<file path="config.mk">
export PLATFORM = sky130hd
export DESIGN_NAME = cla_slice_sequencer_flat
export DESIGN_NICKNAME = d
export VERILOG_FILES = /design/src/rtl/cla_slice_sequencer_if.sv /design/src/rtl/cla_slice_sequencer.sv /design/src/flat_wrapper.sv
export SDC_FILE = /design/constraint.sdc
export NUM_CORES = 1
export LEC_CHECK = 0
export BUFFER_PORTS_ARGS = -buffer_cell sky130_fd_sc_hd__buf_2
export CAP_MARGIN = 25
export CELL_PAD_IN_SITES_DETAIL_PLACEMENT = 0
export CELL_PAD_IN_SITES_GLOBAL_PLACEMENT = 1
export CORE_MARGIN = 1.5
export CORE_UTILIZATION = 44
export CTS_CLUSTER_SIZE = 14
export DETAILED_ROUTE_END_ITERATION = 7
export GPL_ROUTABILITY_DRIVEN = 0
export PLACE_DENSITY_LB_ADDON = 0.1
export SLEW_MARGIN = 30
export SYNTH_ARGS = -nofsm -noshare
export SYNTH_HDL_FRONTEND = slang
export SYNTH_SLANG_ARGS = --single-unit
</file>
<file path="constraint.sdc">
create_clock -name clk -period 3.3 [get_ports clk]
set_input_delay 0.495 -clock clk [delete_from_list [all_inputs] [get_ports clk]]
set_output_delay 0.495 -clock clk [all_outputs]
set_load 0.01 [all_outputs]
</file>
<file path="src/rtl/cla_slice_sequencer_if.sv">
// ---------------------------------------------------------------------------
// cla_slice_sequencer_if
//
// Purpose: bundles every non-clock signal of the CLA slice sequencer into one
// interface. It carries three groups of signals:
//   request : in_valid, in_ready, in_a, in_b, in_sub, in_cin
//   slice   : slice_a, slice_b, slice_cin, slice_sum, slice_cout
//   result  : out_valid, out_ready, out_sum, out_cout, busy
//
// Modports:
//   slave  - the sequencer's view. It receives requests, drives the slice
//            inputs and presents the result.
//   master - the environment's view. It drives requests, models the external
//            combinational slice and consumes results.
// ---------------------------------------------------------------------------
interface cla_slice_sequencer_if #(
    parameter int NBIT  = 4,
    parameter int WIDTH = 16
);

    logic             in_valid;
    logic             in_ready;
    logic [WIDTH-1:0] in_a;
    logic [WIDTH-1:0] in_b;
    logic             in_sub;
    logic             in_cin;

    logic [NBIT-1:0]  slice_a;
    logic [NBIT-1:0]  slice_b;
    logic             slice_cin;
    logic [NBIT-1:0]  slice_sum;
    logic             slice_cout;

    logic             out_valid;
    logic             out_ready;
    logic [WIDTH-1:0] out_sum;
    logic             out_cout;
    logic             busy;

    modport slave (
        input  in_valid, in_a, in_b, in_sub, in_cin,
        input  slice_sum, slice_cout,
        input  out_ready,
        output in_ready,
        output slice_a, slice_b, slice_cin,
        output out_valid, out_sum, out_cout, busy
    );

    modport master (
        output in_valid, in_a, in_b, in_sub, in_cin,
        output slice_sum, slice_cout,
        output out_ready,
        input  in_ready,
        input  slice_a, slice_b, slice_cin,
        input  out_valid, out_sum, out_cout, busy
    );

endinterface

</file>
<file path="src/rtl/cla_slice_sequencer.sv">
// ---------------------------------------------------------------------------
// cla_slice_sequencer
//
// Purpose: computes a WIDTH-bit add or subtract by time-sharing a single
// external NBIT-wide combinational CLA slice. The sequencer feeds one chunk
// per cycle, starting with the least significant chunk. The carry-out of each
// chunk is registered and becomes the carry-in of the next chunk.
//
// Ports:
//   clk   - rising-edge clock
//   rst_n - asynchronous active-low reset
//   bus   - cla_slice_sequencer_if.slave, which contains three groups:
//             request : in_valid/in_ready handshake, in_a, in_b, in_sub, in_cin
//             slice   : slice_a, slice_b, slice_cin out; slice_sum, slice_cout in
//             result  : out_valid/out_ready handshake, out_sum, out_cout, busy
//
// Timing: the accept edge is followed by NCHUNK RUN cycles and then DONE.
// DONE holds until out_ready is high, after which the sequencer returns to
// IDLE.
// ---------------------------------------------------------------------------
module cla_slice_sequencer #(
    parameter  int NBIT   = 4,
    parameter  int WIDTH  = 16,
    localparam int NCHUNK = WIDTH / NBIT
) (
    input  logic                   clk,
    input  logic                   rst_n,
    cla_slice_sequencer_if.slave   bus
);

    localparam int CW = (NCHUNK > 1) ? $clog2(NCHUNK) : 1;

    // A partial final chunk would need a masked slice, which this datapath
    // does not support, so such configurations are refused at elaboration.
    generate
        if ((NBIT < 1) || (WIDTH % NBIT != 0)) begin : g_badWidth
            $error("cla_slice_sequencer: WIDTH must be a positive multiple of NBIT");
        end
    endgenerate

    typedef enum logic [1:0] {
        IDLE = 2'd0,
        RUN  = 2'd1,
        DONE = 2'd2
    } state_t;

    state_t           r_state;
    state_t           w_nextState;
    logic [CW-1:0]    r_cnt;
    logic [WIDTH-1:0] r_a;
    logic [WIDTH-1:0] r_b;
    logic [WIDTH-1:0] r_sum;
    logic             r_carry;
    logic             w_accept;
    logic             w_lastChunk;

    assign w_accept    = (r_state == IDLE) && bus.in_valid;
    assign w_lastChunk = (r_cnt == CW'(NCHUNK - 1));

    // State register. A reset at any point drops back to IDLE. Any operation
    // in flight is lost and produces no result.
    always_ff @(posedge clk or negedge rst_n) begin
        if (!rst_n) begin
            r_state <= IDLE;
        end else begin
            r_state <= w_nextState;
        end
    end

    // Next-state logic. RUN always lasts exactly NCHUNK cycles, because the
    // transition to DONE happens on the same edge that consumes the last
    // chunk.
    always_comb begin
        w_nextState = r_state;
        case (r_state)
            IDLE: if (w_accept)      w_nextState = RUN;
            RUN:  if (w_lastChunk)   w_nextState = DONE;
            DONE: if (bus.out_ready) w_nextState = IDLE;
            default:                 w_nextState = IDLE;
        endcase
    end

    // Datapath registers. Subtraction is performed as A + ~B + 1. The
    // inversion of B is applied once at capture time, and the +1 is supplied
    // by seeding the carry register, so the slice only ever sees an add.
    // While in RUN, each edge stores the slice result into the current chunk
    // of the sum and forwards the slice carry-out to the next chunk.
    always_ff @(posedge clk or negedge rst_n) begin
        if (!rst_n) begin
            r_cnt   <= '0;
            r_a     <= '0;
            r_b     <= '0;
            r_sum   <= '0;
            r_carry <= 1'b0;
        end else begin
            case (r_state)
                IDLE: begin
                    if (w_accept) begin
                        r_a     <= bus.in_a;
                        r_b     <= bus.in_sub ? ~bus.in_b : bus.in_b;
                        r_carry <= bus.in_sub ? 1'b1 : bus.in_cin;
                        r_cnt   <= '0;
                    end
                end
                RUN: begin
                    r_sum[r_cnt*NBIT +: NBIT] <= bus.slice_sum;
                    r_carry                   <= bus.slice_cout;
                    r_cnt                     <= w_lastChunk ? '0 : r_cnt + 1'b1;
                end
                default: begin
                end
            endcase
        end
    end

    // Outputs. The slice inputs are zero outside RUN, so the external slice
    // sees quiet inputs while the sequencer is idle. The result outputs are
    // only non-zero in DONE. Because the registers are frozen in DONE, the
    // result stays stable for as long as the sink applies backpressure.
    always_comb begin
        bus.in_ready  = (r_state == IDLE);
        bus.busy      = (r_state == RUN) || (r_state == DONE);
        bus.slice_a   = '0;
        bus.slice_b   = '0;
        bus.slice_cin = 1'b0;
        bus.out_valid = 1'b0;
        bus.out_sum   = '0;
        bus.out_cout  = 1'b0;
        if (r_state == RUN) begin
            bus.slice_a   = r_a[r_cnt*NBIT +: NBIT];
            bus.slice_b   = r_b[r_cnt*NBIT +: NBIT];
            bus.slice_cin = r_carry;
        end
        if (r_state == DONE) begin
            bus.out_valid = 1'b1;
            bus.out_sum   = r_sum;
            bus.out_cout  = r_carry;
        end
    end

endmodule

</file>
<file path="src/flat_wrapper.sv">
// flat-port wrapper written by rule: the top's interface ports become plain ports
module cla_slice_sequencer_flat 
#(
    parameter  int NBIT   = 4,
    parameter  int WIDTH  = 16,
    localparam int NCHUNK = WIDTH / NBIT
)
  (clk, rst_n, bus_in_valid, bus_in_a, bus_in_b, bus_in_sub, bus_in_cin, bus_slice_sum, bus_slice_cout, bus_out_ready, bus_in_ready, bus_slice_a, bus_slice_b, bus_slice_cin, bus_out_valid, bus_out_sum, bus_out_cout, bus_busy);
  cla_slice_sequencer_if #(.NBIT(NBIT), .WIDTH(WIDTH)) bus_i ();
  input  logic clk;
  input  logic rst_n;
  input wire logic [$bits(bus_i.in_valid)-1:0] bus_in_valid;
  input wire logic [$bits(bus_i.in_a)-1:0] bus_in_a;
  input wire logic [$bits(bus_i.in_b)-1:0] bus_in_b;
  input wire logic [$bits(bus_i.in_sub)-1:0] bus_in_sub;
  input wire logic [$bits(bus_i.in_cin)-1:0] bus_in_cin;
  input wire logic [$bits(bus_i.slice_sum)-1:0] bus_slice_sum;
  input wire logic [$bits(bus_i.slice_cout)-1:0] bus_slice_cout;
  input wire logic [$bits(bus_i.out_ready)-1:0] bus_out_ready;
  output wire logic [$bits(bus_i.in_ready)-1:0] bus_in_ready;
  output wire logic [$bits(bus_i.slice_a)-1:0] bus_slice_a;
  output wire logic [$bits(bus_i.slice_b)-1:0] bus_slice_b;
  output wire logic [$bits(bus_i.slice_cin)-1:0] bus_slice_cin;
  output wire logic [$bits(bus_i.out_valid)-1:0] bus_out_valid;
  output wire logic [$bits(bus_i.out_sum)-1:0] bus_out_sum;
  output wire logic [$bits(bus_i.out_cout)-1:0] bus_out_cout;
  output wire logic [$bits(bus_i.busy)-1:0] bus_busy;
  assign bus_i.in_valid = bus_in_valid;
  assign bus_i.in_a = bus_in_a;
  assign bus_i.in_b = bus_in_b;
  assign bus_i.in_sub = bus_in_sub;
  assign bus_i.in_cin = bus_in_cin;
  assign bus_i.slice_sum = bus_slice_sum;
  assign bus_i.slice_cout = bus_slice_cout;
  assign bus_i.out_ready = bus_out_ready;
  assign bus_in_ready = bus_i.in_ready;
  assign bus_slice_a = bus_i.slice_a;
  assign bus_slice_b = bus_i.slice_b;
  assign bus_slice_cin = bus_i.slice_cin;
  assign bus_out_valid = bus_i.out_valid;
  assign bus_out_sum = bus_i.out_sum;
  assign bus_out_cout = bus_i.out_cout;
  assign bus_busy = bus_i.busy;
  cla_slice_sequencer #(.NBIT(NBIT), .WIDTH(WIDTH)) u_core (.clk(clk), .rst_n(rst_n), .bus(bus_i));
endmodule
</file>
* After elaboration in Yosys (flattened, before gate mapping)
Index checks and enable logic that the tools add are counted.
** Operators by class
- $add $sub $neg :: 2
- Equality and inequality tests :: 6
- Shift operators :: 4
- Multiplexer cells :: 18
- Bitwise logic cells :: 1
- Reductions and logical operators :: 7
** Operators with widths (count)
- $neg A4 Y34 :: 1
- $shift A4 B34 Y16 const A :: 1
- $shiftx A4 B34 Y16 :: 1
- $mux W16 :: 2
- $shiftx A16 B5 Y4 :: 2
- $bwmux W16 :: 1
- $not A16 Y16 :: 1
- $mux W2 :: 5
- $mux W4 :: 2
- $pmux W2 S3 :: 1
- $mux W1 :: 5
- $eq A2 B2 Y1 const B :: 2
- $ne A2 B1 Y1 const B :: 2
- $pmux W2 S2 :: 1
- $reduce_and A2 Y1 :: 2
- $reduce_and A3 Y1 :: 1
- $add A2 B1 Y2 const B :: 1
- $eq A2 B1 Y1 const B :: 1
- $logic_not A2 Y1 :: 1
- $ne A2 B2 Y1 const B :: 1
- $pmux W1 S2 :: 1
- $reduce_bool A2 Y1 :: 1
- $logic_and A1 B1 Y1 :: 1
- $logic_or A1 B1 Y1 :: 1
** Storage, ports and cells
- Register bits :: 53
- Input port bits :: 43
- Output and inout bits :: 29
- Word-level logic and storage cells :: 44

* Longest topological paths before layout
Gate-level depths: netlist (run 1).
- Depth in word-level cells :: 4
- Mapped depth :: 7
- Depth with buffers taken out :: 5

* Worst setup path before layout (run 1)
Ideal clock, no wire load.
- Kind :: flip-flop to flip-flop
- From :: reg u_core.r_cnt[0]
- To :: reg u_core.r_sum[10]
- Library setup time :: 0.066 ns
- Arrival :: 1.704 ns
- Data required time :: 3.234 ns
- Path slack :: 1.530 ns
- Cell stages (with the launch flop) :: 8
- Buffers on the path :: 2
- Period minus slack after synthesis :: 1.770 ns
- Cell sequence :: dfrtp_1 -> buf_6 -> buf_6 -> inv_1 -> ha_1 -> nand2b_1 -> nor4_4 -> a22o_1
** Between the ends
- Cells in the longest elaborated chain, start to end :: 3
- Elaborated cells between the ends (all ways) :: 4
- Those cells by class :: add/sub: 1; shift: 2; mux: 1
** RTL lines
- start: declaration :: line cla_slice_sequencer.sv:49 : logic [CW-1:0] r_cnt;
- start signal: assignment :: line cla_slice_sequencer.sv:108 : r_cnt <= w_lastChunk ? '0 : r_cnt + 1'b1;
- $neg A4 Y34 * :: line cla_slice_sequencer.sv:106 : r_sum[r_cnt*NBIT +: NBIT] <= bus.slice_sum;
- $shiftx A4 B34 Y16 / $shift A4 B34 Y16 (equally long branches) :: line cla_slice_sequencer.sv:106
- $bwmux W16 * :: line cla_slice_sequencer.sv:106
- end signal: indexed assignment :: line cla_slice_sequencer.sv:106
- end: declaration :: line cla_slice_sequencer.sv:52 : logic [WIDTH-1:0] r_sum;
Every way passes the cells marked *; elsewhere a longest branch is shown, timed or not.
A chain may end at the register's enable or synchronous reset.

* Final worst setup path (run 1)
- From :: reg u_core.r_cnt[0]
- To :: out bus_slice_a[0]
** Between the ends
- Cells in the longest elaborated chain, start to end :: 2
** RTL lines
- $shiftx A16 B5 Y4 :: line cla_slice_sequencer.sv:130 : bus.slice_a = r_a[r_cnt*NBIT +: NBIT];
- $mux W4 :: line cla_slice_sequencer.sv:129 : if (r_state == RUN) begin
- end: declaration :: line flat_wrapper.sv:21 : output wire logic [$bits(bus_i.slice_a)-1:0] bus_slice_a;
Every way passes these cells.

==> results.cfg, run 1 <==
[yosys]
syn_avg_cell_area_um2 = 11.5
yosys.area.top_type = dfrtp_1
ys_seq_area_share_pct = 49.0
synth_seq_cells = 53
yosys_warnings = 0
synth_top_area_share_pct = 49.0
syn_inst = 236
synth.distinct_cells = 29
syn-num-nets = 288
syn_area_um2 = 2710
synthTopCellsByArea = dfrtp_1 49%, mux2_2 6.7%, mux4_2 6.7%

[timing]
relSlewSlack_pct = 52.4
rsz0062_at_grt = no
fmax_mhz = 369
fin_crit_ns = 2.71
fin_skew_ns = 0.00646
drv_slew = 0
period_share_pct = 82.1
worst_slew_pin_slew_ns = 0.714
finalSetupViolCount = 0
final_hold_viol_count = 0
setup_tns_ns = 0

[floorplanning]
rows = 28
core_um2 = 5920
die_h_um = 81.4
start_util_pct = 45.7
die_x_um = 81.4
die-area_um2 = 6630
pin_count = 72

[routing]
firstDrtPassIters = 4
antenna_left = 0
drt-vias-per-instance = 4.97
wire_per_inst_um = 13.8
drtIter0Drc = 59
num_vias = 1884
drc = 0
wl_mm = 5.22

[power]
pwr-share-clk_pct = 15.9
max-vdd-ir-drop_v = 0.000414
pwr-share-comb_pct = 42.5
power_leakage_uw = 0.00152
switching_power_uw = 1000
power.share.switching_pct = 36.1
p_per_area_nw_per_um2 = 866
p_seq_share_pct = 41.5
p_int_uw = 1780

[layout]
diodes = 0
area_delta_synth_final_pct = 18.5
seqCellArea_um2 = 1330
stdcell_count = 379
multiInputGateArea_um2 = 1270
fillers = 563
fin_nets = 355
drive_gt1_share_pct = 35.5

[clock_network]
holdBufCountCts = 0
cts_tree = yes
postCtsResizedCells = 0
clockBufferDepth = 2
clock-sinks = 53
cts_buffers = 5
clk_pin_slew_ns = 0.10
clock-root-buffer = clkbuf_8
postCtsSetupBuffers = 0
htree_levels = 2
clock_latency_ns = 0.30

[setup_path]
endpoint_kind = output pin
crit_slowest_cell = dfrtp_1
path_max_fanout = 13
cpPeakStageDelay_ns = 0.82
cp_data_arrival_time_ns = 2.21
critPathTopFamily = flip-flops
cp_num_buf_inv = 2
cp_data_required_time_ns = 2.80
cp.depth = 4
worstPathCellList = buf_4 > mux4_2 > and2_1 > buf_2
reg2reg_depth = 6
worstSetupPathType = flop to output pin
start_kind = flop

[worst_hold_path]
hp-class = input port to async pin

[grt]
grt-ovfl-total = 0
grt_pass1_wl_mm = 8.29
grt_pass1_vias = 1756
grt_antenna_before_repair = 0
grt_max_degree = 54
grt_usage_pct = 16.6

[placed_design]
port_buffers = 71
hpwl_mm = 3.74
dp_cells = 371

[run]
drv_cap = 0

[outcome]
status = complete, no violations
==> stage by stage <==
stage                     worst slack (ns)  cell area (um2)  hold WS [ns]  power (uW)  utilization [%]
after floorplan                       1.53             2710         0.199        2050                -
after global placement               0.896             3090         0.456        2340             52.2
after detailed placement             0.888             3090         0.452        2370             52.2
after CTS                            0.533             3210         0.321        2820             54.2
after global routing                 0.425             3210         0.347        3020             54.2
final                                0.590             3210         0.284        2780             54.2
==> power by group through the flow <==
stage               Combinational, uW  Clock, uW  Sequential [uW]
detailed placement               1200          0             1180
global route                     1320        489             1200
finish                           1180        443             1150
CTS                              1200        457             1160
global placement                 1170          0             1170
floorplan                         986          0             1070
==> sequential cells by signal, indices dropped and copies added, names as in the netlist <==
signal / count
u_core.r_b: 16
u_core.r_a: 16
u_core.r_carry: 1
u_core.r_cnt: 2
u_core.r_state: 2
u_core.r_sum: 16
==> synthesized netlist by cell type <==
library cell,n
nor2b_1,1
dfrtp_1,53
a31oi_1,2
o32ai_1,1
clkbuf_1,3
mux2_2,16
nand2b_1,3
mux2_1,1
a221oi_1,1
xnor2_1,16
buf_2,6
and2_1,26
o211ai_1,1
or2_0,1
nor3_1,1
nand2_1,35
o21ai_0,24
nor2_1,4
a32o_1,6
buf_4,3
buf_6,2
ha_1,9
inv_1,5
nand4_1,1
or3_1,1
nor4_4,1
nor3b_4,1
a22o_1,4
mux4_2,8
==> cells by family after synthesis <==
logic type,after synthesis,synth area share [%]
adder cells (fa/ha/maj),9,4.16
multiplexers,25,13.7
AO/OA/AOI/OAI,39,9.34
buffers and inverters,19,3.88
flip-flops,53,49.0
AND/OR/NAND/NOR,75,14.7
XOR/XNOR,16,5.18
==> layout by cell type (no fill, tap or decap), drive strengths merged, types with 2 or more instances in the layout <==
cell type	count
a22o	4
a31oi	2
a32o	6
and2	26
buf	74
clkbuf	5
dfrtp	53
ha	9
inv	5
mux2	17
mux4	8
nand2	35
nand2b	3
nor2	4
o21ai	24
xnor2	16
==> final timing paths <==
path                                      start               end  slack, ns
worst max register to register  u_core.r_cnt[0]  u_core.r_sum[10]       1.02
min in group clk                   bus_in_a[14]    u_core.r_a[14]       0.41
worst min register to register  u_core.r_sum[0]   u_core.r_sum[0]       0.47
worst max-delay path            u_core.r_cnt[0]    bus_slice_a[0]       0.59
worst min-delay path                      rst_n   u_core.r_sum[3]       0.28
max in group asynchronous                 rst_n   u_core.r_sum[5]       2.55
==> layout make-up <==
class	count	area share (%)
clock inverter	3	1.44
sequential	53	41.4
timing repair buffer	74	11.8
clock buffer	5	2.15
multi-input combinational	164	39.8
inverter	5	0.585
tap	75	2.93
==> layer usage <==
layer  part of all wire, %  vias up  GRT usage [%]
li1                      -      950              -
met1                    44      884           21.4
met2                    49       44           27.8
met3                   4.9        6           4.00
met4                   1.3        0           5.17
met5                     0        -              0
No activity file was read; power rests on OpenSTA's default activity.
==> inputs of run 2 (changes only) <==
--- a/config.mk
+++ b/config.mk
@@ -5,12 +5,13 @@
 export SDC_FILE = /design/constraint.sdc
 export NUM_CORES = 1
 export LEC_CHECK = 0
+export ABC_AREA = 1
 export BUFFER_PORTS_ARGS = -buffer_cell sky130_fd_sc_hd__buf_2
 export CAP_MARGIN = 25
 export CELL_PAD_IN_SITES_DETAIL_PLACEMENT = 0
 export CELL_PAD_IN_SITES_GLOBAL_PLACEMENT = 1
 export CORE_MARGIN = 1.5
-export CORE_UTILIZATION = 44
+export CORE_UTILIZATION = 38
 export CTS_CLUSTER_SIZE = 14
 export DETAILED_ROUTE_END_ITERATION = 7
 export GPL_ROUTABILITY_DRIVEN = 0
==> constraint.sdc (replaced) <==
create_clock -name clk -period 2.6 [get_ports clk]
set_input_delay 0.39 -clock clk [delete_from_list [all_inputs] [get_ports clk]]
set_output_delay 0.39 -clock clk [all_outputs]
set_load 0.01 [all_outputs]
==> results.cfg, run 2 <==
[yosys]
syn_inst = 376
syn_area_um2 = 2870
ys_seq_area_share_pct = 46.3
synth_seq_cells = 53
synth_common_cells = 108 x nand2_1, 63 x inv_1, 53 x dfrtp_1, 33 x o21ai_0
yosys.area.top_type = dfrtp_1
yosysMostFrequentCell = nand2_1
async_flop_share_pct = 100
synth.distinct_cells = 17
syn_avg_cell_area_um2 = 7.62
synth_top_area_share_pct = 46.3
synth-edff-count = 0
yosys_warnings = 0
synthTopCellsByArea = dfrtp_1 46%, nand2_1 14%, inv_1 8.2%
synthFlopType = dfrtp_1
syn-num-nets = 428

[worst_hold_path]
hp-class = input port to async pin

[routing]
drc = 0
wl_mm = 6.42
wire_per_inst_um = 11.8
drt-vias-per-instance = 4.50
firstDrtPassIters = 4
num_vias = 2445
drtIter0Drc = 104
antenna_left = 0

[grt]
grt_pass1_wl_mm = 11.0
grt_pass1_vias = 2322
grt_antenna_before_repair = 0
grt-ovfl-total = 0
grt_usage_pct = 16.7
grt_max_degree = 34

[layout]
diodes = 0
fillers = 815
area_delta_synth_final_pct = 18.0
drive_gt1_share_pct = 19.4
seqCellArea_um2 = 1330
fin_nets = 495
multiInputGateArea_um2 = 1180
final_common_cell = nand2_1
mostFrequentLayoutCells = 107 x nand2_1, 71 x buf_2, 63 x inv_1
final_core_util_pct = 46.4
stdcell_area_um2 = 3380
reg_top3 = u_core.r_a (16), u_core.r_b (16), u_core.r_sum (16)

[timing]
setup_tns_ns = 0
fmax_mhz = 446
fin_skew_ns = 0.00905
worst_slew_pin_slew_ns = 0.764
period_share_pct = 86.2
relSlewSlack_pct = 49.1
final_hold_viol_count = 0
drv_slew = 0
rsz0062_at_grt = no
fin_crit_ns = 2.24
finalSetupViolCount = 0

[clock_network]
postCtsResizedCells = 0
clock_latency_ns = 0.31
postCtsSetupBuffers = 0
cts_buffers = 5
clk_pin_slew_ns = 0.10
htree_levels = 2
holdBufCountCts = 0
cts_tree = yes
clock-sinks = 53
clockBufferDepth = 2
clock-root-buffer = clkbuf_8

[setup_path]
path_max_fanout = 12
worstSetupPathType = flop to output pin
start_kind = flop
cp_data_required_time_ns = 2.21
cp_data_arrival_time_ns = 1.85
r2r_setup_slack_ns = 0.83
endpoint_kind = output pin

[floorplanning]
core_um2 = 7290
pin_count = 72
start_util_pct = 39.3
die_x_um = 89.9
die_h_um = 89.9
rows = 31
die-area_um2 = 8070

[placed_design]
hpwl_mm = 4.63
port_buffers = 71
dpl_cell_area_um2 = 3270

[power]
max-vdd-ir-drop_v = 0.000399
power_leakage_uw = 0.00195
p_per_area_nw_per_um2 = 1040

[run]
drv_cap = 0

[outcome]
status = complete, no violations
## run 2: per-stage QoR
step | instances | worst slack, ns | hold WS (ns) | total power, uW
after floorplan | 376 | 1.04 | 0.0944 | 2560
after global placement | 535 | 0.718 | 0.467 | 2980
after detailed placement | 535 | 0.692 | 0.468 | 3000
after CTS | 543 | 0.345 | 0.187 | 3570
after global routing | 543 | 0.170 | 0.212 | 3870
final | 543 | 0.359 | 0.149 | 3510
## run 2: per-layer routing
metal	vias up	wire length (um)	track usage, %
met5	-	0	0
met4	0	68	3.97
met3	6	280	3.13
met2	53	2860	27.0
met1	1108	3210	23.4
li1	1278	-	-
## run 2: cell families after synthesis
family	count (synthesis)	share of synthesized area [%]
AO/OA/AOI/OAI	58	10.2
XOR/XNOR	16	4.89
adder cells (fa/ha/maj)	9	3.93
buffers and inverters	82	12.8
flip-flops	53	46.3
AND/OR/NAND/NOR	158	21.9
## run 2: cell type report
class	count	area share, %
Timing Repair Buffer	77	11.8
Multi-Input combinational cell	241	34.8
Inverter	65	7.21
Tap cell	99	3.66
Clock buffer	6	2.15
Clock inverter	2	1.15
Sequential cell	53	39.2
## run 2: path summary, 6_finish.rpt
path	start	end	cells past startpoint
max	u_core.r_state[1]	bus_slice_a[0]	5
min	rst_n	u_core.r_sum[13]	1
max reg2reg	u_core.r_state[1]	u_core.r_cnt[0]	5
min reg2reg	u_core.r_b[7]	u_core.r_b[7]	2
max in group asynchronous	rst_n	u_core.r_cnt[0]	2
min in group clk	bus_in_a[4]	u_core.r_a[4]	3
## run 2: worst max-delay path: stages (launching register included)
cell	delay, ns
dfrtp_1	0.41
inv_1	0.09
ha_1	0.38
inv_1	0.30
a21oi_1	0.22
buf_2	0.16
## run 2: report_power, final
part           leakage, uW  switching [uW]  internal (uW)
logic              0.00125            1010            567
registers         0.000644             172           1200
clock network    0.0000554             271            289
total              0.00195            1460           2060
==> inputs of run 3 (changes only) <==
--- a/config.mk
+++ b/config.mk
@@ -15,7 +15,7 @@
 export CTS_CLUSTER_SIZE = 14
 export DETAILED_ROUTE_END_ITERATION = 7
 export GPL_ROUTABILITY_DRIVEN = 0
-export PLACE_DENSITY_LB_ADDON = 0.1
+export PLACE_DENSITY = 0.9
 export SLEW_MARGIN = 30
 export SYNTH_ARGS = -nofsm -noshare
 export SYNTH_HDL_FRONTEND = slang
==> results.cfg, run 3 (synthesis results as in run 2) <==
[outcome]
status = complete, no violations

[placed_design]
hpwl_mm = 4.59
port_buffers = 71

[setup_path]
crit-reg2reg-launch = u_core.r_state[1]
crit_top_cell = inv_1
critPathTopFamily = buffers and inverters
r2r_setup_slack_ns = 0.82
cp_data_arrival_time_ns = 1.89
worstPathCellList = inv_1 > ha_1 > inv_1 > a21oi_1 > buf_2
reg2reg_depth = 5
worstSetupPathType = flop to output pin
r2r_end = u_core.r_cnt[0]
crit_slowest_cell = dfrtp_1
cp_num_buf_inv = 3
start_kind = flop
path_max_fanout = 12
endpoint_kind = output pin
cp_data_required_time_ns = 2.21
cpPeakStageDelay_ns = 0.41

[clock_network]
clock-root-buffer = clkbuf_8
postCtsResizedCells = 0
clock-sinks = 53
cts_tree = yes
clockBufferDepth = 2
clk_pin_slew_ns = 0.10
clock_latency_ns = 0.31
cts_buffers = 5
htree_levels = 2

[timing]
final_hold_viol_count = 0
fin_skew_ns = 0.0119
fmax_mhz = 439
setup_tns_ns = 0
relSlewSlack_pct = 58.9
period_share_pct = 87.5
fin_crit_ns = 2.28
rsz0062_at_grt = no
drv_slew = 0
whs_ns = 0.318
worst_slew_pin_slew_ns = 0.616
finalSetupViolCount = 0

[floorplanning]
pin_count = 72
die-area_um2 = 8070
core_um2 = 7290
rows = 31
die_x_um = 89.9
start_util_pct = 39.3
die_h_um = 89.9

[grt]
grt_max_degree = 30
grt_antenna_before_repair = 0
grt_pass1_wl_mm = 10.5
grt_usage_pct = 15.8
grt_pass1_vias = 2325
grt-ovfl-total = 0

[layout]
fillers = 797
reg_top3 = u_core.r_a (16), u_core.r_b (16), u_core.r_sum (16)
diodes = 0
fin_nets = 496
final_common_cell = nand2_1
drive_gt1_share_pct = 19.3
mostFrequentLayoutCells = 107 x nand2_1, 71 x buf_2, 63 x inv_1
area_delta_synth_final_pct = 17.5

[routing]
wire_per_inst_um = 11.1
num_vias = 2436
drtIter0Drc = 137
firstDrtPassIters = 4
wl_mm = 6.03
drc = 0
drt-vias-per-instance = 4.48
antenna_left = 0

[power]
p_per_area_nw_per_um2 = 1010
max-vdd-ir-drop_v = 0.000442
power_leakage_uw = 0.00193

[worst_hold_path]
hp-class = input port to flop
worstHoldStart = bus_in_a[15]
hold_depth = 3
worstHoldEndpoint = u_core.r_a[15]

[run]
drv_cap = 0
run 3: changes by cell type in the layout (fill, tap and decap cells not counted):
| cell | previous run | this run |
|---|---|---|
| bufinv_16 | 1 | 0 |
| clkinv_4 | 1 | 0 |
| clkinvlp_4 | 0 | 2 |
| dlygate4sd3_1 | 0 | 1 |
run 3: routing by layer:
| metal | up-vias | part of all wire (%) | global-route usage (%) |
|---|---|---|---|
| met5 | - | 0 | 0 |
| met4 | 0 | 1.3 | 4.89 |
| met1 | 1100 | 49 | 21.0 |
| li1 | 1280 | - | - |
| met2 | 50 | 46 | 26.1 |
| met3 | 6 | 3.9 | 3.13 |
run 3: worst register-to-register path: stages (launching register included):
cell	delay [ns]
dfrtp_1	0.41
inv_1	0.09
ha_1	0.38
inv_1	0.29
o21ai_0	0.35
o21ai_0	0.13
run 3: report_power, final:
group	internal, uW	switching [uW]
clock	190	273
sequential	1200	193
combinational	568	981
total	1960	1450
run 3: cell type report:
cell class	count	area (um2)	share of cell area, %
Clock buffer	6	72.6	2.15
Inverter	65	244	7.24
Clock inverter	2	15.0	0.446
Timing Repair Buffer	78	410	12.2
Multi-Input combinational cell	241	1180	34.9
Tap cell	99	124	3.68
Sequential cell	53	1330	39.4
run 3: how the worst max path moves through the flow:
stage	depth (start not counted)	startpoint	endpoint
3_5_place_dp	5	u_core.r_state[1]	bus_slice_b[0]
3_3_place_gp	5	u_core.r_state[1]	bus_slice_b[0]
6_report	5	u_core.r_state[1]	bus_slice_b[0]
5_1_grt	5	u_core.r_state[1]	bus_slice_b[3]
2_1_floorplan	7	u_core.r_cnt[1]	u_core.r_sum[11]
4_1_cts	5	u_core.r_state[1]	bus_slice_b[0]
run 3: stage by stage:
stage               area, um2  utilization (%)  worst slack, ns  cells  power [uW]
detailed placement       3270             44.9            0.644    535        2980
finish                   3370             46.2            0.324    544        3400
global route             3370             46.2            0.142    544        3750
floorplan                2870                -             1.04    376        2560
global placement         3270             44.9            0.687    535        2930
CTS                      3370             46.2            0.282    544        3450
run 3: repair_timing:
item / in CTS / in global routing
setup buffers: 0 / 0
hold buffers: 1 / 0
endpoints found under the hold margin: 13 / 0
